==> config.mk <==
export PLATFORM = sky130hd
export DESIGN_NAME = mem_arbiter_flat
export DESIGN_NICKNAME = d
export VERILOG_FILES = /design/src/rtl/mem_arbiter_if.sv /design/src/rtl/mem_arbiter.sv /design/src/flat_wrapper.sv
export SDC_FILE = /design/constraint.sdc
export NUM_CORES = 1
export LEC_CHECK = 0
export ABC_AREA = 1
export CORE_MARGIN = 8
export CORE_UTILIZATION = 41
export CTS_CLUSTER_DIAMETER = 200
export DETAILED_ROUTE_END_ITERATION = 7
export GPL_ROUTABILITY_DRIVEN = 0
export PLACE_DENSITY = 0.81
export SKIP_LAST_GASP = 1
export SLEW_MARGIN = 5
export SYNTH_ARGS = -nofsm -noshare
export SYNTH_HDL_FRONTEND = slang
export SYNTH_SLANG_ARGS = --single-unit
export TNS_END_PERCENT = 50
==> constraint.sdc <==
create_clock -name clk -period 1.75 [get_ports clk]
set_input_delay 0.175 -clock clk [delete_from_list [all_inputs] [get_ports clk]]
set_output_delay 0.175 -clock clk [all_outputs]
set_load 0.1 [all_outputs]
==> src/rtl/mem_arbiter_if.sv <==
// Bus bundle for mem_arbiter: the fetch port, the data port, the shared
// memory port and the status outputs. The arbiter uses the master modport.
// That modport drives the shared memory, the completion signals and the
// status outputs. The slave modport is the mirror view for the cores and
// memory around the arbiter.
interface mem_arbiter_if;
    // fetch port
    logic        inst_req_F;
    logic [31:0] inst_addr_F;
    logic [31:0] inst_rdata_F;
    logic        inst_mem_ack_F;
    // data port
    logic        data_req_M;
    logic        data_we_M;
    logic [31:0] data_addr_M;
    logic [31:0] data_wdata_M;
    logic [31:0] data_rdata_M;
    logic        data_mem_ack_M;
    // shared memory port
    logic        mem_req;
    logic        mem_we;
    logic [31:0] mem_addr;
    logic [31:0] mem_wdata;
    logic [31:0] mem_rdata;
    logic        mem_ack;
    // status
    logic        stall_mem;
    logic        grant_data;

    modport master (
        input  inst_req_F, inst_addr_F,
        output inst_rdata_F, inst_mem_ack_F,
        input  data_req_M, data_we_M, data_addr_M, data_wdata_M,
        output data_rdata_M, data_mem_ack_M,
        output mem_req, mem_we, mem_addr, mem_wdata,
        input  mem_rdata, mem_ack,
        output stall_mem, grant_data
    );

    modport slave (
        output inst_req_F, inst_addr_F,
        input  inst_rdata_F, inst_mem_ack_F,
        output data_req_M, data_we_M, data_addr_M, data_wdata_M,
        input  data_rdata_M, data_mem_ack_M,
        input  mem_req, mem_we, mem_addr, mem_wdata,
        output mem_rdata, mem_ack,
        input  stall_mem, grant_data
    );
endinterface

==> src/rtl/mem_arbiter.sv <==
// mem_arbiter: shares one single-ported memory between an instruction-fetch
// port and a data port. Data normally wins over fetch.
// Optional feature: define MEM_ARB_FAIR_EN to compile in a starvation
// counter. With it, the waiting fetch is granted after STARVE_LIMIT
// consecutive data grants.
module mem_arbiter #(
    parameter int STARVE_LIMIT = 4
) (
    input logic           clk,
    input logic           reset,
    mem_arbiter_if.master bus
);

    if (STARVE_LIMIT < 1 || STARVE_LIMIT > 15) begin : g_bad_limit
        $error("mem_arbiter: STARVE_LIMIT must be within 1..15");
    end

    typedef enum logic [1:0] {IDLE, INST, DATA} state_t;

    state_t      state;
    state_t      state_next;
    logic        take_inst;
    logic        take_data;
    logic        inst_ok;
    logic        data_ok;
    logic        fetch_first;

    logic        mem_we_r;
    logic [31:0] mem_addr_r;
    logic [31:0] mem_wdata_r;
    logic [31:0] inst_rdata_r;
    logic [31:0] data_rdata_r;
    logic        inst_ack_r;
    logic        data_ack_r;

    // A port whose ack is high this cycle already got its answer; its
    // still-high req belongs to the finished transaction.
    assign inst_ok = bus.inst_req_F & ~inst_ack_r;
    assign data_ok = bus.data_req_M & ~data_ack_r;

`ifdef MEM_ARB_FAIR_EN
    localparam logic [3:0] LIMIT = 4'(STARVE_LIMIT);

    logic [3:0] starve_cnt;

    // Count data grants made while a fetch waits; any fetch grant or idle fetch port clears it.
    always_ff @(posedge clk or negedge reset) begin
        if (!reset) begin
            starve_cnt <= 4'd0;
        end else if (!bus.inst_req_F || take_inst) begin
            starve_cnt <= 4'd0;
        end else if (take_data && starve_cnt != LIMIT) begin
            starve_cnt <= starve_cnt + 4'd1;
        end
    end

    assign fetch_first = (starve_cnt == LIMIT) & inst_ok & bus.data_req_M;
`else
    assign fetch_first = 1'b0;
`endif

    // State register.
    always_ff @(posedge clk or negedge reset) begin
        if (!reset) begin
            state <= IDLE;
        end else begin
            state <= state_next;
        end
    end

    // Arbitration and next state. A data req that is still high, even in
    // its own ack cycle, keeps the fetch waiting. This gives strict data
    // priority; only the starvation counter can override it.
    always_comb begin
        state_next = state;
        take_inst  = 1'b0;
        take_data  = 1'b0;
        case (state)
            IDLE: begin
                if (fetch_first) begin
                    take_inst = 1'b1;
                end else if (bus.data_req_M) begin
                    take_data = data_ok;
                end else begin
                    take_inst = inst_ok;
                end
                if (take_inst) begin
                    state_next = INST;
                end else if (take_data) begin
                    state_next = DATA;
                end
            end
            INST, DATA: begin
                if (bus.mem_ack) begin
                    state_next = IDLE;
                end
            end
            default: state_next = IDLE;
        endcase
    end

    // Latch the winner's request on the grant edge; it holds until the next grant.
    always_ff @(posedge clk or negedge reset) begin
        if (!reset) begin
            mem_we_r    <= 1'b0;
            mem_addr_r  <= 32'd0;
            mem_wdata_r <= 32'd0;
        end else if (take_data) begin
            mem_we_r    <= bus.data_we_M;
            mem_addr_r  <= bus.data_addr_M;
            mem_wdata_r <= bus.data_wdata_M;
        end else if (take_inst) begin
            mem_we_r    <= 1'b0;
            mem_addr_r  <= bus.inst_addr_F;
            mem_wdata_r <= 32'd0;
        end
    end

    // Completion: capture read data for the owner and pulse its ack for one cycle.
    always_ff @(posedge clk or negedge reset) begin
        if (!reset) begin
            inst_rdata_r <= 32'd0;
            data_rdata_r <= 32'd0;
            inst_ack_r   <= 1'b0;
            data_ack_r   <= 1'b0;
        end else begin
            inst_ack_r <= (state == INST) & bus.mem_ack;
            data_ack_r <= (state == DATA) & bus.mem_ack;
            if (state == INST && bus.mem_ack) begin
                inst_rdata_r <= bus.mem_rdata;
            end
            if (state == DATA && bus.mem_ack) begin
                data_rdata_r <= bus.mem_rdata;
            end
        end
    end

    assign bus.mem_req        = (state == INST) | (state == DATA);
    assign bus.mem_we         = mem_we_r;
    assign bus.mem_addr       = mem_addr_r;
    assign bus.mem_wdata      = mem_wdata_r;
    assign bus.inst_rdata_F   = inst_rdata_r;
    assign bus.inst_mem_ack_F = inst_ack_r;
    assign bus.data_rdata_M   = data_rdata_r;
    assign bus.data_mem_ack_M = data_ack_r;
    assign bus.grant_data     = (state == DATA);
    assign bus.stall_mem      = (bus.inst_req_F & ~inst_ack_r) | (bus.data_req_M & ~data_ack_r);

endmodule
==> src/flat_wrapper.sv <==
// flat-port wrapper written by rule: the top's interface ports become plain ports
module mem_arbiter_flat 
#(
    parameter int STARVE_LIMIT = 4
)
  (clk, reset, bus_inst_req_F, bus_inst_addr_F, bus_inst_rdata_F, bus_inst_mem_ack_F, bus_data_req_M, bus_data_we_M, bus_data_addr_M, bus_data_wdata_M, bus_data_rdata_M, bus_data_mem_ack_M, bus_mem_req, bus_mem_we, bus_mem_addr, bus_mem_wdata, bus_mem_rdata, bus_mem_ack, bus_stall_mem, bus_grant_data);
  mem_arbiter_if bus_i ();
  input logic clk;
  input logic reset;
  input wire logic [$bits(bus_i.inst_req_F)-1:0] bus_inst_req_F;
  input wire logic [$bits(bus_i.inst_addr_F)-1:0] bus_inst_addr_F;
  output wire logic [$bits(bus_i.inst_rdata_F)-1:0] bus_inst_rdata_F;
  output wire logic [$bits(bus_i.inst_mem_ack_F)-1:0] bus_inst_mem_ack_F;
  input wire logic [$bits(bus_i.data_req_M)-1:0] bus_data_req_M;
  input wire logic [$bits(bus_i.data_we_M)-1:0] bus_data_we_M;
  input wire logic [$bits(bus_i.data_addr_M)-1:0] bus_data_addr_M;
  input wire logic [$bits(bus_i.data_wdata_M)-1:0] bus_data_wdata_M;
  output wire logic [$bits(bus_i.data_rdata_M)-1:0] bus_data_rdata_M;
  output wire logic [$bits(bus_i.data_mem_ack_M)-1:0] bus_data_mem_ack_M;
  output wire logic [$bits(bus_i.mem_req)-1:0] bus_mem_req;
  output wire logic [$bits(bus_i.mem_we)-1:0] bus_mem_we;
  output wire logic [$bits(bus_i.mem_addr)-1:0] bus_mem_addr;
  output wire logic [$bits(bus_i.mem_wdata)-1:0] bus_mem_wdata;
  input wire logic [$bits(bus_i.mem_rdata)-1:0] bus_mem_rdata;
  input wire logic [$bits(bus_i.mem_ack)-1:0] bus_mem_ack;
  output wire logic [$bits(bus_i.stall_mem)-1:0] bus_stall_mem;
  output wire logic [$bits(bus_i.grant_data)-1:0] bus_grant_data;
  assign bus_i.inst_req_F = bus_inst_req_F;
  assign bus_i.inst_addr_F = bus_inst_addr_F;
  assign bus_inst_rdata_F = bus_i.inst_rdata_F;
  assign bus_inst_mem_ack_F = bus_i.inst_mem_ack_F;
  assign bus_i.data_req_M = bus_data_req_M;
  assign bus_i.data_we_M = bus_data_we_M;
  assign bus_i.data_addr_M = bus_data_addr_M;
  assign bus_i.data_wdata_M = bus_data_wdata_M;
  assign bus_data_rdata_M = bus_i.data_rdata_M;
  assign bus_data_mem_ack_M = bus_i.data_mem_ack_M;
  assign bus_mem_req = bus_i.mem_req;
  assign bus_mem_we = bus_i.mem_we;
  assign bus_mem_addr = bus_i.mem_addr;
  assign bus_mem_wdata = bus_i.mem_wdata;
  assign bus_i.mem_rdata = bus_mem_rdata;
  assign bus_i.mem_ack = bus_mem_ack;
  assign bus_stall_mem = bus_i.stall_mem;
  assign bus_grant_data = bus_i.grant_data;
  mem_arbiter #(.STARVE_LIMIT(STARVE_LIMIT)) u_core (.clk(clk), .reset(reset), .bus(bus_i));
endmodule
==> impl_metrics.ini <==
[layout]
finish.cell_count_without_fillers = 1112
drive_gt1_share_pct = 20.51
num_antenna_cells = 0
filler_cell_count = 1112
nets = 1062
finalCoreUtilization_pct = 66.96
area_delta_synth_final_pct = 59.47

[floorplan]
die_area_um2 = 17540
io_pins = 268
effective_utilization_at_floorplan_pct = 41.99
fp.dieW_um = 132.5
die_height_um = 132.5
design.core.area_um2 = 13240
row_count = 42

[detailed_routing]
viasPerCell = 4.701
finalWirelength_mm = 17.96
detail_route.drc_violations = 0
vias = 5227
initialDrtViolationCount = 311
drt.antenna.violating_nets = 0
detail_route.first_pass.iterations = 5
wl_per_cell_um = 16.15

[synthesis]
netlist_top_cells_area = sky130_fd_sc_hd__dfrtp_1 60%, sky130_fd_sc_hd__nand2_1 21%, sky130_fd_sc_hd__nand3_1 5.9%
yosysMostFrequentCell = sky130_fd_sc_hd__nand2_1
yosysWarningCount = 0
synth_top_area_share_pct = 59.86
ys_seq_elements = 133
synth.lib_cells_used.distinct = 15
postSynthAreaPerCell_um2 = 8.425
synth-seq-area-share_pct = 59.86
synth.largest_area_cell = sky130_fd_sc_hd__dfrtp_1
syn-instance-count = 660
yosys_most_used_dff = sky130_fd_sc_hd__dfrtp_1
synth_enable_flop_cells = 0
ys_top_cells_by_count = 305 x sky130_fd_sc_hd__nand2_1, 133 x sky130_fd_sc_hd__dfrtp_1, 66 x sky130_fd_sc_hd__nand3_1
synth_async_sr_flop_share_pct = 100.0
post_synth_net_total = 798
netlist_area_um2 = 5560

[sta]
tightest_slew_ps = 523.4
drv_slew = 0
finalHoldViolCount = 0
worst_slew_margin_rel_pct = 65.10
min_period_over_period_pct = 90.00
finalWorstPathRequiredPeriod_ps = 1575
final-setup-viol-count = 0
unrepaired_setup_endpoints_after_global_routing = false
fmaxAchievable_mhz = 634.9
worst_clock_skew_ps = 4.781
holdWs_ps = 289.7

[setup_path]
critPathArrivalTime_ps = 1400
endpoint_kind = output port
cp.required_ps = 1570
setup.worst_path.class = flip-flop to output port
cp-start-kind = flip-flop
timing.rr.start = u_core.state[0]$_DFFE_PN0P_
worst-path-max-fanout = 3
crit_path_start = u_core.state[1]$_DFFE_PN0P_

[global_route]
grt_start_max_net_pins = 89
antenna_found_initial = 0
track_usage_pct = 20.12
grt_pass1_vias = 5240
grt_remaining_overflow = 0
grt_first_pass_wirelength_mm = 28.03

[run_status]
run_status = completed

[clocking]
cts_sinks = 133
worst_setup_hold_path_clk_slew_ps = 60
post-cts-setup-buffers = 0
cts.root.buffer_cell = sky130_fd_sc_hd__clkbuf_16
worst_skew_pair.late_latency_ps = 410
cts_htree_levels = 4
clock_tree_from_tritoncts = yes
clock_tree.buffer_depth = 2
total_clock_buffers_created_by_cts = 17

[run]
drv.max_cap_violation_count = 0

[placement]
dp_hpwl_mm = 13.16
port_buffers = 267
post-place-cells = 1079

[worst_hold_path]
path_category_of_the_worst_min_delay_check = input port to asynchronous set/reset pin
kinds of logic after synthesis:
group,after synthesis,synth area share (%)
buffers and inverters,84,6.458
and+or+nand+nor,374,26.94
AOI/OAI and AO/OA,65,5.851
DFF,133,59.86
adders and majority gates,4,0.9001
worst max-delay path, stage by stage (launching register included):
cell and delay [ps]:
sky130_fd_sc_hd__dfrtp_1 360, sky130_fd_sc_hd__inv_1 80, sky130_fd_sc_hd__ha_1 350, sky130_fd_sc_hd__buf_12 190
path summary, 6_finish.rpt:
kind / cells past startpoint / end / slack, ps
min in group clk: 3 / u_core.bus.mem_wdata[4]$_DFFE_PN0P_ / 300
worst min-delay path: 2 / u_core.bus.inst_rdata_F[11]$_DFFE_PN0P_ / 290
worst max register to register: 9 / u_core.bus.mem_addr[31]$_DFFE_PN0P_ / 190
max in group asynchronous: 3 / u_core.bus.inst_rdata_F[14]$_DFFE_PN0P_ / 840
worst min register to register: 2 / u_core.bus.data_rdata_M[21]$_DFFE_PN0P_ / 480
worst max-delay path: 3 / bus_mem_req / 170
layout by cell type, fill, tap and decap left out:
cell                              netlist  layout
sky130_fd_sc_hd__buf_16                 0       1
sky130_fd_sc_hd__clkinvlp_4             0       4
sky130_fd_sc_hd__nand2_1              305     303
sky130_fd_sc_hd__inv_1                 42      42
sky130_fd_sc_hd__nand4_1                2       2
sky130_fd_sc_hd__bufinv_16              0       3
sky130_fd_sc_hd__clkdlybuf4s50_1        0     132
sky130_fd_sc_hd__inv_6                  0       2
sky130_fd_sc_hd__inv_2                  1       1
sky130_fd_sc_hd__a21oi_1                1       1
sky130_fd_sc_hd__buf_12                 0      11
sky130_fd_sc_hd__ha_1                   4       2
sky130_fd_sc_hd__dlygate4sd3_1          0       1
sky130_fd_sc_hd__buf_6                  2       1
sky130_fd_sc_hd__o21ai_0               64      64
sky130_fd_sc_hd__nand3_1               66      66
sky130_fd_sc_hd__dfrtp_2                0       2
sky130_fd_sc_hd__clkbuf_8               0       2
sky130_fd_sc_hd__nand3_4                0       1
sky130_fd_sc_hd__clkinv_2               0       3
sky130_fd_sc_hd__dfrtp_1              133     131
sky130_fd_sc_hd__clkbuf_16              0      18
sky130_fd_sc_hd__buf_4                  2     139
sky130_fd_sc_hd__ha_2                   0       2
sky130_fd_sc_hd__nand2_2                0       2
metrics by stage:
step	setup TNS, ps	setup WS [ps]	instance area, um^2
after floorplan	-267.2	-12.97	5565
after global placement	0	128.6	8217
after detailed placement	0	114.0	8217
after CTS	0	129.7	8832
after global routing	0	26.50	8867
final	0	175.0	8867
sequential cells by signal, summed over array words and instances (netlist names):
name,count
u_core.bus.inst_mem_ack_F,1
u_core.bus.data_mem_ack_M,1
u_core.bus.mem_wdata,32
u_core.bus.inst_rdata_F,32
u_core.bus.mem_addr,32
u_core.bus.mem_we,1
u_core.bus.data_rdata_M,32
u_core.state,2
final cells by class:
cell class	count	area, um^2	share of cell area [%]
clock buffer	19	452.9	5.108
tap	176	220.2	2.483
multi-input combinational	443	1891	21.32
sequential	133	3331	37.56
inverter	43	161.4	1.820
timing repair buffer	286	2659	29.98
clock inverter	12	152.6	1.721
metal layers:
layer,share of wire (%),GRT usage (%)
met5,0,0
met4,2.5,9.274
met3,6.1,5.450
met2,52,34.56
met1,40,22.89
repair_timing:
item | in CTS | in global routing
hold buffers | 1 | 0
hold endpoints to repair | 49 | 0
resized for setup | 0 | 2
endpoints found under the setup margin | 0 | 5
Power is left out: the tool's default activity adds up to more than one toggle a clock period on the data nets, which glitch-free logic cannot reach.
